### src/rtl/coffee_sequencer.sv
// Coin-operated brew controller: credit accumulation, price check, timed valve
// sequence, then a timed change/refund display before returning to idle.
module coffee_sequencer #(
  parameter int TICK_DIV     = 50000000,
  parameter int STEP_TICKS   = 3,
  parameter int CHANGE_TICKS = 2,
  parameter int PRICE_COFFEE = 2,
  parameter int PRICE_MILK   = 3,
  parameter int PRICE_CAPP   = 4,
  parameter int PRICE_MOCCA  = 5
) (
  input  logic       clk,
  input  logic       reset,
  input  logic       coin_100,
  input  logic       coin_500,
  input  logic       cancel,
  input  logic       start,
  input  logic [2:0] c_type,
  output logic [3:0] credit,
  output logic [3:0] change,
  output logic [3:0] display,
  output logic [3:0] valve,
  output logic       busy,
  output logic       coin_reject,
  output logic       done
);

  localparam logic [2:0] S_IDLE   = 3'd0;
  localparam logic [2:0] S_WATER  = 3'd1;
  localparam logic [2:0] S_COFFEE = 3'd2;
  localparam logic [2:0] S_MILK   = 3'd3;
  localparam logic [2:0] S_CHOC   = 3'd4;
  localparam logic [2:0] S_CHANGE = 3'd5;
  localparam logic [2:0] S_REFUND = 3'd6;

  localparam int DIV_W   = (TICK_DIV > 2) ? $clog2(TICK_DIV) : 1;
  localparam int CNT_MAX = (2 * STEP_TICKS > CHANGE_TICKS) ? 2 * STEP_TICKS : CHANGE_TICKS;
  localparam int STEP_W  = $clog2(CNT_MAX + 1);

  localparam logic [DIV_W-1:0]  DIV_LAST  = DIV_W'(TICK_DIV - 1);
  localparam logic [STEP_W-1:0] STEP_LAST = STEP_W'(STEP_TICKS - 1);
  localparam logic [STEP_W-1:0] LONG_LAST = STEP_W'(2 * STEP_TICKS - 1);
  localparam logic [STEP_W-1:0] CHG_LAST  = STEP_W'(CHANGE_TICKS - 1);

  logic [2:0]        state, state_n;
  logic [DIV_W-1:0]  div_cnt;
  logic [STEP_W-1:0] step_cnt, step_last;
  logic [2:0]        drink, drink_n;
  logic [3:0]        credit_n, change_n, price, valve_n, display_n;
  logic [4:0]        sum;
  logic              tick, step_end, any_coin, done_n, rej_n;

  function automatic logic [3:0] price_of(input logic [2:0] c);
    case (c)
      3'd1:    price_of = 4'(PRICE_COFFEE);
      3'd2:    price_of = 4'(PRICE_MILK);
      3'd3:    price_of = 4'(PRICE_CAPP);
      3'd4:    price_of = 4'(PRICE_MOCCA);
      default: price_of = 4'd0;
    endcase
  endfunction

  assign price    = price_of(c_type);
  assign any_coin = coin_100 | coin_500;
  assign sum      = {1'b0, credit} + {4'd0, coin_100} + (coin_500 ? 5'd5 : 5'd0);
  assign tick     = (div_cnt == DIV_LAST);

  // Cappuccino holds milk for a double step; change/refund use their own length.
  always_comb begin
    step_last = STEP_LAST;
    if (state == S_MILK && drink == 3'd3)            step_last = LONG_LAST;
    else if (state == S_CHANGE || state == S_REFUND) step_last = CHG_LAST;
  end
  assign step_end = tick && (step_cnt == step_last);

  always_comb begin
    state_n  = state;
    credit_n = credit;
    change_n = change;
    drink_n  = drink;
    done_n   = 1'b0;
    rej_n    = any_coin;
    case (state)
      S_IDLE: begin
        if (cancel && credit != 4'd0) begin
          change_n = credit;
          credit_n = 4'd0;
          state_n  = S_REFUND;
        end else if (start) begin
          // Any coin arriving with start is refused; price check uses pre-coin credit.
          if (price != 4'd0 && credit >= price) begin
            drink_n  = c_type;
            change_n = credit - price;
            credit_n = 4'd0;
            state_n  = S_WATER;
          end
        end else if (sum <= 5'd15) begin
          credit_n = sum[3:0];
          rej_n    = 1'b0;
        end
      end
      S_WATER:  if (step_end) state_n = S_COFFEE;
      S_COFFEE: if (step_end) begin
        if (drink == 3'd1) begin
          state_n = S_CHANGE;
          done_n  = 1'b1;
        end else begin
          state_n = S_MILK;
        end
      end
      S_MILK: if (step_end) begin
        if (drink == 3'd4) begin
          state_n = S_CHOC;
        end else begin
          state_n = S_CHANGE;
          done_n  = 1'b1;
        end
      end
      S_CHOC: if (step_end) begin
        state_n = S_CHANGE;
        done_n  = 1'b1;
      end
      S_CHANGE, S_REFUND: if (step_end) begin
        change_n = 4'd0;
        state_n  = S_IDLE;
      end
      default: state_n = S_IDLE;
    endcase
  end

  always_comb begin
    case (state_n)
      S_WATER:  valve_n = 4'b0001;
      S_COFFEE: valve_n = 4'b0010;
      S_MILK:   valve_n = 4'b0100;
      S_CHOC:   valve_n = 4'b1000;
      default:  valve_n = 4'b0000;
    endcase
  end

  always_comb begin
    case (state)
      S_IDLE:                                display_n = credit;
      S_WATER, S_COFFEE, S_MILK, S_CHOC:     display_n = {1'b0, drink};
      default:                               display_n = change;
    endcase
  end

  always_ff @(posedge clk) begin
    if (!reset) begin
      state       <= S_IDLE;
      div_cnt     <= '0;
      step_cnt    <= '0;
      drink       <= 3'd0;
      credit      <= 4'd0;
      change      <= 4'd0;
      display     <= 4'd0;
      valve       <= 4'd0;
      busy        <= 1'b0;
      coin_reject <= 1'b0;
      done        <= 1'b0;
    end else begin
      state       <= state_n;
      drink       <= drink_n;
      credit      <= credit_n;
      change      <= change_n;
      display     <= display_n;
      valve       <= valve_n;
      busy        <= (state_n != S_IDLE);
      coin_reject <= rej_n;
      done        <= done_n;
      // Restart timing on every state entry so each state gets whole ticks.
      if (state_n != state) begin
        div_cnt  <= '0;
        step_cnt <= '0;
      end else begin
        div_cnt <= tick ? '0 : div_cnt + 1'b1;
        if (tick) step_cnt <= step_cnt + 1'b1;
      end
    end
  end

endmodule
### config.mk
export PLATFORM = sky130hd
export DESIGN_NAME = coffee_sequencer
export DESIGN_NICKNAME = d
export VERILOG_FILES = /design/src/rtl/coffee_sequencer.sv
export SDC_FILE = /design/constraint.sdc
export NUM_CORES = 1
export LEC_CHECK = 0
export CORE_MARGIN = 1.5
export CORE_UTILIZATION = 57
export CTS_CLUSTER_SIZE = 14
export DETAILED_ROUTE_END_ITERATION = 8
export PLACE_DENSITY = 0.78
export SYNTH_ARGS = -nofsm -noshare
export SYNTH_HDL_FRONTEND = slang
export SYNTH_SLANG_ARGS = --single-unit
### constraint.sdc
create_clock -name clk -period 3.39 [get_ports clk]
set_input_delay 0.5085 -clock clk [delete_from_list [all_inputs] [get_ports clk]]
set_output_delay 0.5085 -clock clk [all_outputs]
set_load 0.1 [all_outputs]
* After elaboration in Yosys (flattened, before gate mapping)
Index checks and enable logic that the tools add are counted.
Cells by class: multiplexer cells 36, bitwise gates (word level) 3, add/subtract/negate cells 5, order comparisons 2, reductions and logical operators 18, equality and inequality tests 24
Operators by type and width (count):
- $mux W3 | 11
- $mux W4 | 8
- $add A26 B1 Y26 const B | 1
- $eq A26 B26 Y1 const B | 1
- $eq A3 B2 Y1 const B | 7
- $eq A3 B3 Y1 const B | 6
- $pmux W3 S6 | 1
- $pmux W4 S2 | 2
- $pmux W4 S4 | 1
- $eq A3 B1 Y1 const B | 4
- $pmux W3 S4 | 1
- $mux W1 | 10
- $reduce_and A4 Y1 | 2
- $reduce_bool A4 Y1 | 2
- $ne A3 B3 Y1 const B | 2
- $reduce_bool A3 Y1 | 2
- $add A4 B1 Y5 | 1
- $add A5 B3 Y5 | 1
- $le A5 B4 Y1 const B | 1
- $ge A4 B4 Y1 | 1
- $logic_and A1 B1 Y1 | 4
- $reduce_or A2 Y1 | 2
- $reduce_or A4 Y1 | 1
- $sub A4 B4 Y4 | 1
- other kinds (14) | 15
Word-level totals: word-level logic and storage cells 99, bits in registers 54, output and inout port bits 19, input port bits 9

* Longest topological paths before layout
word-level depth 10, gate-level depth with buffers 14, mapped depth without buffers 12

* Worst setup path after synthesis
No wires, ideal clock.
path kind register to register, start register credit[0], end register div_cnt[20], setup time 0.115 ns, slack 0.219 ns, path buffers 1, required time 3.275 ns, arrival 3.056 ns, stages on the path, launching flop included 13, period minus slack after synthesis 3.171 ns, cells stage by stage dfxtp_1 inv_1 ha_1 inv_1 fa_1 a211oi_1 a211o_1 nor3_1 o41ai_1 a31o_2 nand3_2 buf_4 nor2_1
On the way: cells in the longest elaborated chain, start to end 8, elaborated cells between the ends (all ways) 10, those cells by class 1 x order compare; 1 x eq/ne; 4 x mux; 4 x reduce/logical
Ends and longest elaborated chain:
- start, declared | RTL line 19 | output logic [3:0] credit,
- start signal, assigned | RTL line 165 | credit <= credit_n;
- $ge A4 B4 Y1 | RTL line 91 | if (price != 4'd0 && credit >= price) begin
- $logic_and A1 B1 Y1 | RTL line 91
- $mux W3 | RTL line 91
- $mux W3 | RTL line 89 | end else if (start) begin
- $mux W3 * | RTL line 85 | if (cancel && credit != 4'd0) begin
- $pmux W3 S6 * | RTL line 83 | case (state)
- $ne A3 B3 Y1 * | RTL line 173 | if (state_n != state) begin
- $reduce_or A3 Y1 (no source line) *
- end signal, assigned | RTL line 177 | div_cnt <= tick ? '0 : div_cnt + 1'b1;
- end, declared | RTL line 46 | logic [DIV_W-1:0] div_cnt;
Every way passes the cells marked *; elsewhere a longest branch is shown, timed or not. A chain may end at the register's enable or synchronous reset.

* Worst setup path in the final report
start input port c_type[1], end register div_cnt[13]
On the way: cells in the longest elaborated chain, start to end 10, elaborated cells between the ends (all ways) 14, those cells by class 1 x order compare; 5 x eq/ne; 5 x mux; 3 x reduce/logical
Ends and longest elaborated chain:
- start, declared | RTL line 18 | input logic [2:0] c_type,
- $eq A3 B3 Y1 (tied with other cells) | RTL line 54 | case (c)
- $pmux W3 S4 * | RTL line 54
- $ge A4 B4 Y1 or $reduce_bool A4 Y1 (tied branches) | RTL line 91
- $logic_and A1 B1 Y1 * | RTL line 91
- $mux W3 * | RTL line 91
- $mux W3 * | RTL line 89
- $mux W3 * | RTL line 85
- $pmux W3 S6 * | RTL line 83
- $ne A3 B3 Y1 * | RTL line 173
- $reduce_or A3 Y1 (no source line) *
Marks and branches as above.

==> results by group <==
Clocking
  • Clock Path Buffers: 2
  • Total clock sinks: 54
  • Cts bufs inserted: 5
  • # resized after CTS: 0
  • H-tree depth: 2
  • Worst-path clk slew: 0.09 ns
  • Worst-Skew Late Latency: 0.31 ns
  • Hold buffers post-CTS: 0
  • Clock Root Buffer: clkbuf_8
  • Post-CTS Setup Repair Bufs: 0
  • CTS tree: built

Yosys
  • YS warnings: 0
  • Dominant cell type by area after synthesis: dfxtp_1
  • Syn Inst Count: 354
  • Synth Flop Type: dfxtp_1
  • Post-synth EDFFs: 0
  • Syn_nets: 372
  • FF+latch count, synth: 54
  • Register area share after synthesis: 37.18%
  • Synth top area share: 37.18%
  • Area contributors post-synth: dfxtp_1, nor2_1, nand2_1
  • Mapped cell area: 0.002908 mm^2
  • Mapped Avg Cell Area: 8.214 um^2
  • Asr flop ratio synth: 0%
  • Synth unique cells: 53

Timing
  • Slew margin rel.: 35.13%
  • Final worst-path cycle share: 89.60%
  • Worst Max-Slew Pin Slew: 0.9699 ns
  • Tmin final: 3.037 ns
  • # setup viols final: 0
  • RSZ-0062 raised after global routing: no
  • Setup TNS: 0 ns
  • Skew final: 0.003510 ns
  • FMAX: 0.3292 GHz
  • Fin. max-slew vios: 0
  • Final hold vios: 0

Floorplanning
  • Die width: 74.43 um
  • Initial core utilization: 60.36%
  • Die height: 74.43 um
  • Die area: 0.005539 mm^2
  • Core area: 0.004817 mm^2
  • Total I/O pin count: 28
  • Rows: 25

Pwr
  • Max IR drop VDD: 0.3463 mV
  • Pwr/cell area: 735.1 mW/mm^2
  • P_leak: 1.248 nW

Setup path
  • Worst Path Arrival: 3.28 ns
  • R2R Path Start: credit[0]
  • Critical path data required time: 3.64 ns
  • Setup crit start: c_type[1]
  • Worst setup path class: in2reg
  • Worst setup EP type: register
  • Startpoint type of the worst setup path: input pin
  • Critical path peak fanout: 24

Finish
  • Fin area: 0.003361 mm^2
  • Area Growth Syn to Fin: 15.58%
  • Most common cell after layout, fill and taps aside: nor2_1
  • Share of layout cells above drive strength 1: 7.532%
  • Final net count: 402
  • # fillers: 442
  • Ant. Diodes: 0
  • Most frequent cells in the layout: nor2_1, dfxtp_1, nand2_1

Global routing
  • First-pass GRT wire length: 10.03 mm
  • Global-route congestion overflow total: 0
  • Gr usage total: 23.16%
  • Largest net degree at the start of global routing: 25
  • Number of global-route vias before repair: 2,269
  • Initial antenna violation count: 0

Placement
  • GPL Wtd Cong: 0.8509
  • Dpl hpwl: 4.441 mm
  • Placed cell area: 0.003266 mm^2
  • Port Buffers: 27

Routing
  • Initial DRC count: 191
  • DRC: 0
  • Routed WL: 6.012 mm
  • Avg WL per Cell: 13.30 um
  • DRT antenna net count: 0
  • TritonRoute pass-1 iters: 5
  • Vias per cell: 5.527
  • Vias: 2,498

Worst hold path
  • Worst hold-check path type: reg2reg
  • Min-delay src: div_cnt[0]

Outcome
  • Outcome: finished, final reports clean

Job
  • Max-cap viol count: 0
==> critical path: stages <==
cell	delay, ns
clkdlybuf4s50_1	0.50
xnor2_1	0.17
nor2_1	0.10
ha_1	0.15
inv_1	0.05
fa_1	0.40
a211oi_1	0.23
a211o_1	0.25
nor3_1	0.09
o41ai_1	0.30
a31o_2	0.17
nand3_2	0.08
buf_12	0.17
nor2_1	0.11
==> layer usage <==
metal,share of wire (%),global-route usage [%]
met4,1.3,7.273
met3,3.5,5.420
met2,49,39.48
met1,46,29.08
met5,0,0
==> synth_stat cells (3+ instances only) <==
master	number
nor2_1	55
dfxtp_1	54
nand2_1	47
xnor2_1	20
nand3_1	16
a21oi_1	12
xor2_1	12
nor3_1	10
clkbuf_1	8
inv_1	8
nor2b_1	8
ha_1	7
mux2i_1	7
nand4_1	6
o21ai_0	6
a211o_1	5
nand2b_1	5
a22oi_1	4
and3_1	4
nor3b_1	4
o21a_1	4
a211oi_1	3
a21o_1	3
and4_1	3
o21bai_1	3
o22ai_1	3
==> state kept, by name, summed over array words and instances (netlist names) <==
signal       flops
state            3
change           4
div_cnt         26
busy             1
display          4
coin_reject      1
valve            4
done             1
credit           4
step_cnt         3
drink            3
==> per-stage QoR <==
| step | setup slack (ns) | power (W) | hold WS [ns] | instances | util (%) |
|---|---|---|---|---|---|
| CTS | 0.3475 | 0.002482 | 0.4738 | 452 | 69.77 |
| detailed placement | 0.03389 | 0.002107 | 0.4512 | 444 | 67.79 |
| finish | 0.3526 | 0.002470 | 0.4720 | 452 | 69.77 |
| floorplan | 0.2193 | 0.001826 | 0.4260 | 354 | - |
| global route | 0.1423 | 0.002612 | 0.4875 | 452 | 69.77 |
| global placement | 0.1321 | 0.002096 | 0.4387 | 444 | 67.79 |
==> final cells by class <==
type | instances | area [um^2] | area share (%)
Multi-Input combinational cell | 279 | 1730 | 51.49
Sequential cell | 54 | 1081 | 32.17
Timing Repair Buffer | 36 | 340.3 | 10.13
Tap cell | 67 | 83.83 | 2.494
Clock buffer | 6 | 82.58 | 2.457
Inverter | 8 | 30.03 | 0.8935
Clock inverter | 2 | 12.51 | 0.3723
==> cell families (layout without fill, tap and decap cells) <==
group                    after synthesis  in the layout  synth area share (%)
AND/OR/NAND/NOR                      174            174                 29.05
AO/OA/AOI/OAI                         56             56                 13.47
flip-flops                            54             54                 37.18
XOR/XNOR                              33             33                 10.20
buffers and inverters                 21             52                 3.313
adder cells (fa/ha/maj)                9              9                 4.389
multiplexers                           7              7                 2.410
==> where the power goes <==
part / leakage (nW) / switching (W) / internal, W
clock: 0.0472 / 0.000206 / 0.000164
combinational: 0.762 / 0.000826 / 0.000423
sequential: 0.438 / 0.000126 / 0.000726
==> final timing paths <==
check / endpoint / slack (ns) / cells past startpoint
min reg2reg: div_cnt[0] / 0.47 / 1
max: div_cnt[13] / 0.35 / 14
min: div_cnt[0] / 0.47 / 1
max reg2reg: div_cnt[13] / 0.81 / 12
No activity file was read; power rests on OpenSTA's default activity.
